==> src/rtl/imem_loader_pkg.sv <==
// Shared state encoding, frame constants and state decodes for the
// boot-time instruction-memory loader.
package imem_loader_pkg;

   typedef enum logic [2:0] {
      ST_HDR0,
      ST_HDR1,
      ST_DATA,
      ST_CSUM,
      ST_DONE,
      ST_ERROR
   } ld_state_t;

   localparam int unsigned HDR_LEN        = 2;
   localparam int unsigned BYTES_PER_WORD = 4;
   localparam int unsigned BIDX_W         = $clog2(BYTES_PER_WORD);

   // Terminal states stop the byte stream until re-armed.
   function automatic logic accepts_bytes(input ld_state_t s);
      return (s != ST_DONE) && (s != ST_ERROR);
   endfunction

   function automatic logic in_frame(input ld_state_t s);
      return (s == ST_HDR1) || (s == ST_DATA) || (s == ST_CSUM);
   endfunction

endpackage

==> src/rtl/imem_loader_byte_packer.sv <==
// Packs a byte stream into little-endian 32-bit words; the word is presented
// combinationally together with the pulse for its final byte.
module byte_packer (
   input  logic        clk,
   input  logic        rst,
   input  logic        clr_i,
   input  logic        byte_valid_i,
   input  logic [7:0]  byte_i,
   output logic [31:0] word_o,
   output logic        word_done_o
);
   import imem_loader_pkg::*;

   localparam int unsigned LOW_W = (BYTES_PER_WORD - 1) * 8;

   logic [BIDX_W-1:0] idx_q, idx_d;
   logic [LOW_W-1:0]  sr_q, sr_d;

   // Only the first three bytes are held; the fourth is taken straight from the input.
   always_comb begin
      idx_d = idx_q;
      sr_d  = sr_q;
      if (clr_i) begin
         idx_d = '0;
         sr_d  = '0;
      end else if (byte_valid_i) begin
         idx_d = idx_q + BIDX_W'(1);
         sr_d  = {byte_i, sr_q[LOW_W-1:8]};
      end
   end

   always_ff @(posedge clk or posedge rst) begin
      if (rst) begin
         idx_q <= '0;
         sr_q  <= '0;
      end else begin
         idx_q <= idx_d;
         sr_q  <= sr_d;
      end
   end

   assign word_done_o = byte_valid_i & ~clr_i & (idx_q == BIDX_W'(BYTES_PER_WORD - 1));
   assign word_o      = {byte_i, sr_q};

endmodule

==> src/rtl/imem_loader.sv <==
// Frame-driven instruction-memory loader: header, payload words, XOR checksum;
// releases the core only after a fully verified frame.
module imem_loader #(
   parameter int unsigned ADDR_W = 8
) (
   input  logic              clk,
   input  logic              rst,
   input  logic              in_valid,
   input  logic [7:0]        in_data,
   output logic              in_ready,
   input  logic              start,
   output logic              we,
   output logic [ADDR_W-1:0] waddr,
   output logic [31:0]       wdata,
   output logic              core_run,
   output logic              busy,
   output logic              error,
   output logic [ADDR_W:0]   words_loaded
);
   import imem_loader_pkg::*;

   localparam int unsigned      CNT_W    = HDR_LEN * 8;
   localparam int unsigned      CMP_W    = CNT_W + 1;
   localparam logic [CMP_W-1:0] CAPACITY = CMP_W'(1) << ADDR_W;

   ld_state_t         state_q;
   logic [CNT_W-1:0]  count_q;
   logic [7:0]        xor_q;
   logic [ADDR_W:0]   wcnt_q;
   logic              we_q;
   logic [ADDR_W-1:0] waddr_q;
   logic [31:0]       wdata_q;
   logic              run_q;
   logic              err_q;

   logic              accept;
   logic              rearm;
   logic              pk_valid;
   logic              pk_done;
   logic [31:0]       pk_word;
   logic [CNT_W-1:0]  hdr_next;
   logic [ADDR_W:0]   wcnt_next;

   assign in_ready  = accepts_bytes(state_q);
   assign busy      = in_frame(state_q);
   assign accept    = in_valid & in_ready;
   assign rearm     = start & ~in_ready;
   assign pk_valid  = accept & (state_q == ST_DATA);
   // Header bytes shift in from the top so the count ends up little-endian.
   assign hdr_next  = {in_data, count_q[CNT_W-1:8]};
   assign wcnt_next = wcnt_q + (ADDR_W + 1)'(1);

   byte_packer u_packer (
      .clk          (clk),
      .rst          (rst),
      .clr_i        (rearm),
      .byte_valid_i (pk_valid),
      .byte_i       (in_data),
      .word_o       (pk_word),
      .word_done_o  (pk_done)
   );

   always_ff @(posedge clk or posedge rst) begin
      if (rst) begin
         state_q <= ST_HDR0;
         count_q <= '0;
         xor_q   <= '0;
         wcnt_q  <= '0;
         we_q    <= 1'b0;
         waddr_q <= '0;
         wdata_q <= '0;
         run_q   <= 1'b0;
         err_q   <= 1'b0;
      end else begin
         we_q <= 1'b0;
         case (state_q)
            ST_HDR0: begin
               if (accept) begin
                  count_q <= hdr_next;
                  state_q <= ST_HDR1;
               end
            end
            ST_HDR1: begin
               if (accept) begin
                  count_q <= hdr_next;
                  if ({1'b0, hdr_next} > CAPACITY) begin
                     state_q <= ST_ERROR;
                     err_q   <= 1'b1;
                  end else if (hdr_next == '0) begin
                     state_q <= ST_CSUM;
                  end else begin
                     state_q <= ST_DATA;
                  end
               end
            end
            ST_DATA: begin
               if (accept) begin
                  xor_q <= xor_q ^ in_data;
                  if (pk_done) begin
                     we_q    <= 1'b1;
                     waddr_q <= wcnt_q[ADDR_W-1:0];
                     wdata_q <= pk_word;
                     wcnt_q  <= wcnt_next;
                     if (CMP_W'(wcnt_next) == CMP_W'(count_q))
                        state_q <= ST_CSUM;
                  end
               end
            end
            ST_CSUM: begin
               if (accept) begin
                  if (in_data == xor_q) begin
                     state_q <= ST_DONE;
                     run_q   <= 1'b1;
                  end else begin
                     state_q <= ST_ERROR;
                     err_q   <= 1'b1;
                  end
               end
            end
            ST_DONE, ST_ERROR: begin
               if (start) begin
                  state_q <= ST_HDR0;
                  run_q   <= 1'b0;
                  err_q   <= 1'b0;
                  xor_q   <= '0;
                  wcnt_q  <= '0;
               end
            end
            default: state_q <= ST_HDR0;
         endcase
      end
   end

   assign we           = we_q;
   assign waddr        = waddr_q;
   assign wdata        = wdata_q;
   assign core_run     = run_q;
   assign error        = err_q;
   assign words_loaded = wcnt_q;

endmodule

==> config.mk <==
export PLATFORM = sky130hd
export DESIGN_NAME = imem_loader
export DESIGN_NICKNAME = d
export VERILOG_FILES = /design/src/rtl/imem_loader_pkg.sv /design/src/rtl/imem_loader_byte_packer.sv /design/src/rtl/imem_loader.sv
export SDC_FILE = /design/constraint.sdc
export NUM_CORES = 1
export LEC_CHECK = 0
export BUFFER_PORTS_ARGS = -buffer_cell sky130_fd_sc_hd__buf_4
export CAP_MARGIN = 15
export CORE_MARGIN = 5
export CORE_UTILIZATION = 45
export DETAILED_ROUTE_END_ITERATION = 6
export PLACE_DENSITY = 0.65
export SYNTH_ARGS = -nofsm -noshare
export SYNTH_HDL_FRONTEND = slang
export SYNTH_SLANG_ARGS = --single-unit
export TNS_END_PERCENT = 30
==> constraint.sdc <==
create_clock -name clk -period 6.05 [get_ports clk]
set_clock_uncertainty 0.1 [all_clocks]
set_input_delay 0.605 -clock clk [delete_from_list [all_inputs] [get_ports clk]]
set_output_delay 0.605 -clock clk [all_outputs]
set_load 0.1 [all_outputs]
**After elaboration in Yosys (flattened, before gate mapping)**

Index checks and enable logic that the tools add are counted.

- Flip-flop bits (word level): 105
- Input bits: 12
- Output and inout bits: 54

- Add/subtract/negate cells: 2
- $lt $le $gt $ge: 1
- Eq/ne operators: 20
- Mux-type cells: 34
- Bitwise gates (word level): 8
- Reductions and logical operators: 18

Operators by type and width:

| cell | count |
|---|---|
| $mux W24 | 2 |
| $mux W9 | 3 |
| $mux W3 | 8 |
| $pmux W9 S2 | 1 |
| $eq A9 B16 Y1 | 1 |
| $gt A16 B9 Y1 const B | 1 |
| $logic_not A16 Y1 | 1 |
| $mux W8 | 2 |
| $pmux W8 S2 | 1 |
| $pmux W3 S5 | 1 |
| $ne A2 B2 Y1 const B | 7 |
| $mux W1 | 12 |
| $add A9 B1 Y9 const B | 1 |
| $eq A8 B8 Y1 | 1 |
| $reduce_and A4 Y1 | 2 |
| $xor A8 B8 Y8 | 1 |
| $reduce_and A7 Y1 | 1 |
| $eq A3 B2 Y1 const B | 2 |
| $eq A3 B3 Y1 const B | 2 |
| $ne A2 B1 Y1 const B | 3 |
| $ne A3 B3 Y1 const B | 2 |
| $reduce_and A3 Y1 | 2 |
| $reduce_and A6 Y1 | 1 |
| $reduce_bool A2 Y1 | 3 |
| other kinds (14) | 22 |

**Depth between registers and ports, before layout**

- Word-level depth: 10
- Gate-level depth with buffers: 10

**Modules after synthesis**

From an unflattened synthesis, not the netlist that was laid out.

- Cell total of the unflattened synthesis: 488
- Area total of the unflattened synthesis: 4834.6 um2

By module, submodules not included:

| module | times used | cells an instance | area each (um2) | seq. area each (um2) |
|---|---|---|---|---|
| imem_loader | 1 | 392 | 3674.8 | 1976.9 |
| byte_packer | 1 | 96 | 1159.9 | 650.6 |

**Worst setup path before layout**

Ideal clock, no wire load.

- Path type: reg-to-output
- Start point: reg state_q[1]
- End point: out busy
- Arrival: 1.765 ns
- Data required time: 5.345 ns
- Setup slack: 3.580 ns
- Stages on the path, launching flop included: 4
- Buffers on the path: 1
- Path through: dfrtp_1 buf_2 nor2_1 nor2_1

- Cells in the longest elaborated chain, start to end: 3
- Elaborated cells on any way between the ends: 5

Ends and longest elaborated chain:

| element | line | text |
|---|---|---|
| from (decl) | imem_loader.sv:26 | `ld_state_t state_q;` |
| from (signal assigned) | imem_loader.sv:65 | `state_q <= ST_HDR0;` |
| from (signal assigned) | imem_loader.sv:80 | `state_q <= ST_HDR1;` |
| from (signal assigned) | imem_loader.sv:87 | `state_q <= ST_ERROR;` |
| $eq A3 B1 Y1 or $eq A3 B2 Y1 (tied branches) | imem_loader_pkg.sv:24 | `return (s == ST_HDR1) \|\| (s == ST_DATA) \|\| (s == ST_CSUM);` |
| $logic_or A1 B1 Y1 | imem_loader_pkg.sv:24 |  |
| $logic_or A1 B1 Y1 * | imem_loader_pkg.sv:24 |  |
| to (decl) | imem_loader.sv:16 | `output logic busy,` |

Mark *: on every way between the ends. The rest lies on a longest branch, timed or not.

**Worst setup path in the final report**

- Start point: reg state_q[2]
- End point: reg state_q[0]

- Cells in the longest elaborated chain, start to end: 9
- Elaborated cells on any way between the ends: 26

Ends and longest elaborated chain:

| element | line | text |
|---|---|---|
| $ne A3 B3 Y1 | imem_loader_pkg.sv:20 | `return (s != ST_DONE) && (s != ST_ERROR);` |
| $logic_and A1 B1 Y1 | imem_loader_pkg.sv:20 |  |
| $not A1 Y1 | imem_loader.sv:47 | `assign rearm = start & ~in_ready;` |
| $and A1 B1 Y1 | imem_loader.sv:47 |  |
| $not A1 Y1 | imem_loader_byte_packer.sv:42 | `assign word_done_o = byte_valid_i & ~clr_i & (idx_q == BIDX_W'(BYTES_PER_WORD - 1));` |
| $and A1 B1 Y1 (2 in series) | imem_loader_byte_packer.sv:42 |  |
| $ne A2 B2 Y1 (no source line) | - |  |
| $reduce_and A7 Y1 (no source line) | - |  |

Several ways; a longest one is shown, not always the timed one.
A chain may end at the register's enable or synchronous reset.

==> reports/metrics.cfg <==
[drt]
drtAntennaViolNets=0
drt_iter0_markers=217
vias=3259
wl_met2_um=4360
highest_layer=met4
drt-met1-wl_um=4820
drcViolationCount=0
dr.pass1.iters=4
vias_per_cell=5.24
wirelength_um=9750
wl_met3_um=461
wl_per_cell_um=15.7

[sta]
hold_violations=0
fin_setup_tns_ns=0
fin_crit_ns=3.21
post-route-period-util_pct=53.1
fin_ws_ns=2.84
setup_viol=0
max_clock_freq_mhz=311
max_slew.worst_pin.slew_ns=0.980
slew_viol_final=0
rsz0062_at_grt=no
slew-limit-headroom_pct=34.7

[final_layout]
final_layout_size_suffix_gt1_share_pct=26.0
final.fill_count=869
diodes=0
layout_commonest_cell=nand2_1
design_area_um2=5360
nets=498
area_delta_synth_final_pct=16.9
seqCellArea_um2=2630
fin_util_pct=54.3
multiInputGateArea_um2=1790
layout_common_cells=nand2_1, dfrtp_1, buf_4

[global_routing]
grt_pass1_vias=3253
antenna_found_initial=0
grt_pass1_wl_um=16600
grt_max_degree=82
gr-total-overflow=0
track_usage_pct=16.3

[worst_setup_path]
rr_endpoint=state_q[0]$_DFFE_PP0P_
r2r_slack_ns=2.84
rr_worst_depth=7
cp.required_ns=6.25
start_kind=flop
worstPathMaxFanout=47
path_class=reg2reg
rr_startpoint=state_q[2]$_DFFE_PP0P_
arrival_ns=3.41
endpoint_kind=flop

[floorplan]
die-area_um2=12300
io_pins=66
row_count=36
fp.dieH_um=111
start_util_pct=46.5
core_um2=9860
die_x_um=111

[synthesis]
yosysTopAreaCellShare_pct=57.3
async_flop_share_pct=100
ys_top_cells_by_area=dfrtp_1, nand2_1, mux2_2
synth.lib_cells_used.distinct=49
ys.flop_type=dfrtp_1
yosys.area.top_type=dfrtp_1
synth.yosys.warnings=0
yosysSeqAreaShare_pct=57.3
synth_edf_count=0
syn-instance-count=427
avgSynthCellArea_um2=10.7
synth.net_count=441
ys_ff_latch=105
syn_area_um2=4580

[power]
pwr-share-clk_pct=27.7
p_int_mw=1.11
power_density_nw_per_um2=306
p_leak_nw=2.70
power.switching_uw=528
p_total_mw=1.64
power_frac_seq_pct=50.9
power_frac_comb_pct=21.3
vdd_ir_drop_max_uv=210
switching_share_pct=32.2

[status]
outcome=finished clean

[clocking]
clockRootBuffer=clkbuf_8
clk_pin_slew_ns=0.11
postCtsHoldBufs=0
clkSinkCount=105
postCtsSetupRepairBufs=0
clkLatencyLatePin_ns=0.36
cts_tree=yes
h-tree-depth=3
ctsResizeCount=0
cts_max_path_buffers=2
cts_made_buffers=9

[hold_path]
hold_class=in2async

[placed_design]
gp_congestion=0.800
placed_cell_area_um2=5140
port_buffers=65
dp_slack_ns=2.75
post-dp-hpwl_um=6750

[run]
cap_violations=0

metrics by stage:
step                      cells  hold WS [ns]
final                       622        0.0969
after global placement      604         0.366
after detailed placement    605         0.366
after global routing        622         0.106
after CTS                   621        0.0984
after floorplan             427         0.340
cell families after synthesis:
group	synth area share, %
compound gates	10.3
xor+xnor	3.82
fa+ha+maj	0.546
buf+inv	3.66
flops	57.3
mux	7.61
simple gates	16.7
power by group through the flow:
stage	combinational (mW)	clock, mW	sequential [mW]
2_1_floorplan	0.261	0	0.843
3_3_place_gp	0.330	0	0.843
3_5_place_dp	0.347	0	0.847
4_1_cts	0.348	0.465	0.833
5_1_grt	0.376	0.494	0.846
6_report	0.350	0.454	0.835
per-layer routing:
layer  vias to the layer above  GRT usage (%)
met5                         -              0
met3                         8           3.11
met2                        84           24.2
met1                      1595           24.5
met4                         0           4.35
li1                       1572              -
state kept, by name, indices dropped and copies added, names as in the netlist:
register / flops
state_q: 3
u_packer.idx_q: 2
waddr: 8
we: 1
u_packer.sr_q: 24
wdata: 32
words_loaded: 9
count_q: 16
error: 1
xor_q: 8
core_run: 1
worst max path at each step:
stage / to / startpoint / cells past startpoint / slack [ns]
after floorplan: core_run$_DFFE_PP0P_ / rst / 1 / 2.58
after global placement: state_q[0]$_DFFE_PP0P_ / in_valid / 8 / 2.87
after detailed placement: state_q[0]$_DFFE_PP0P_ / in_valid / 8 / 2.75
after CTS: state_q[0]$_DFFE_PP0P_ / state_q[2]$_DFFE_PP0P_ / 7 / 2.84
after global routing: words_loaded[3]$_DFFE_PP0P_ / state_q[2]$_DFFE_PP0P_ / 7 / 2.50
final: state_q[0]$_DFFE_PP0P_ / state_q[2]$_DFFE_PP0P_ / 7 / 2.84
layout make-up:
type,instances,share of cell area (%)
clock buffers,10,2.57
clock inverters,6,1.35
inverters,6,0.467
multi-input cells,293,33.4
flip-flops and latches,105,49.0
well taps,133,3.10
repair buffers,69,10.1
worst max-delay path, cell delays in order, from the launching register on:
cell and delay (ns):
dfrtp_1 0.52, and4bb_1 0.30, buf_4 0.29, nand2_2 0.49, inv_2 0.87, nand4_2 0.17, nor4_2 0.20, a31o_1 0.18
Yosys cell counts, types with 2 or more instances:
library cell and count:
o41ai_1 2, ha_1 2, a22o_1 17, and2_1 2, buf_2 14, o31ai_1 3
dfrtp_1 105, buf_6 3, nor2b_1 3, o21ai_1 2, nor2_1 17, nor4b_1 2
nor4_1 3, nand2_1 111, nor4_2 2, xor2_1 7, buf_4 2, a31oi_1 2
inv_1 5, mux2_2 31, clkbuf_1 3, o21a_1 2, nor3_1 5, o21ai_0 31
nand4_1 4, nand3_1 6, xnor2_1 13, a21oi_1 7
No activity file was read; power rests on OpenSTA's default activity.
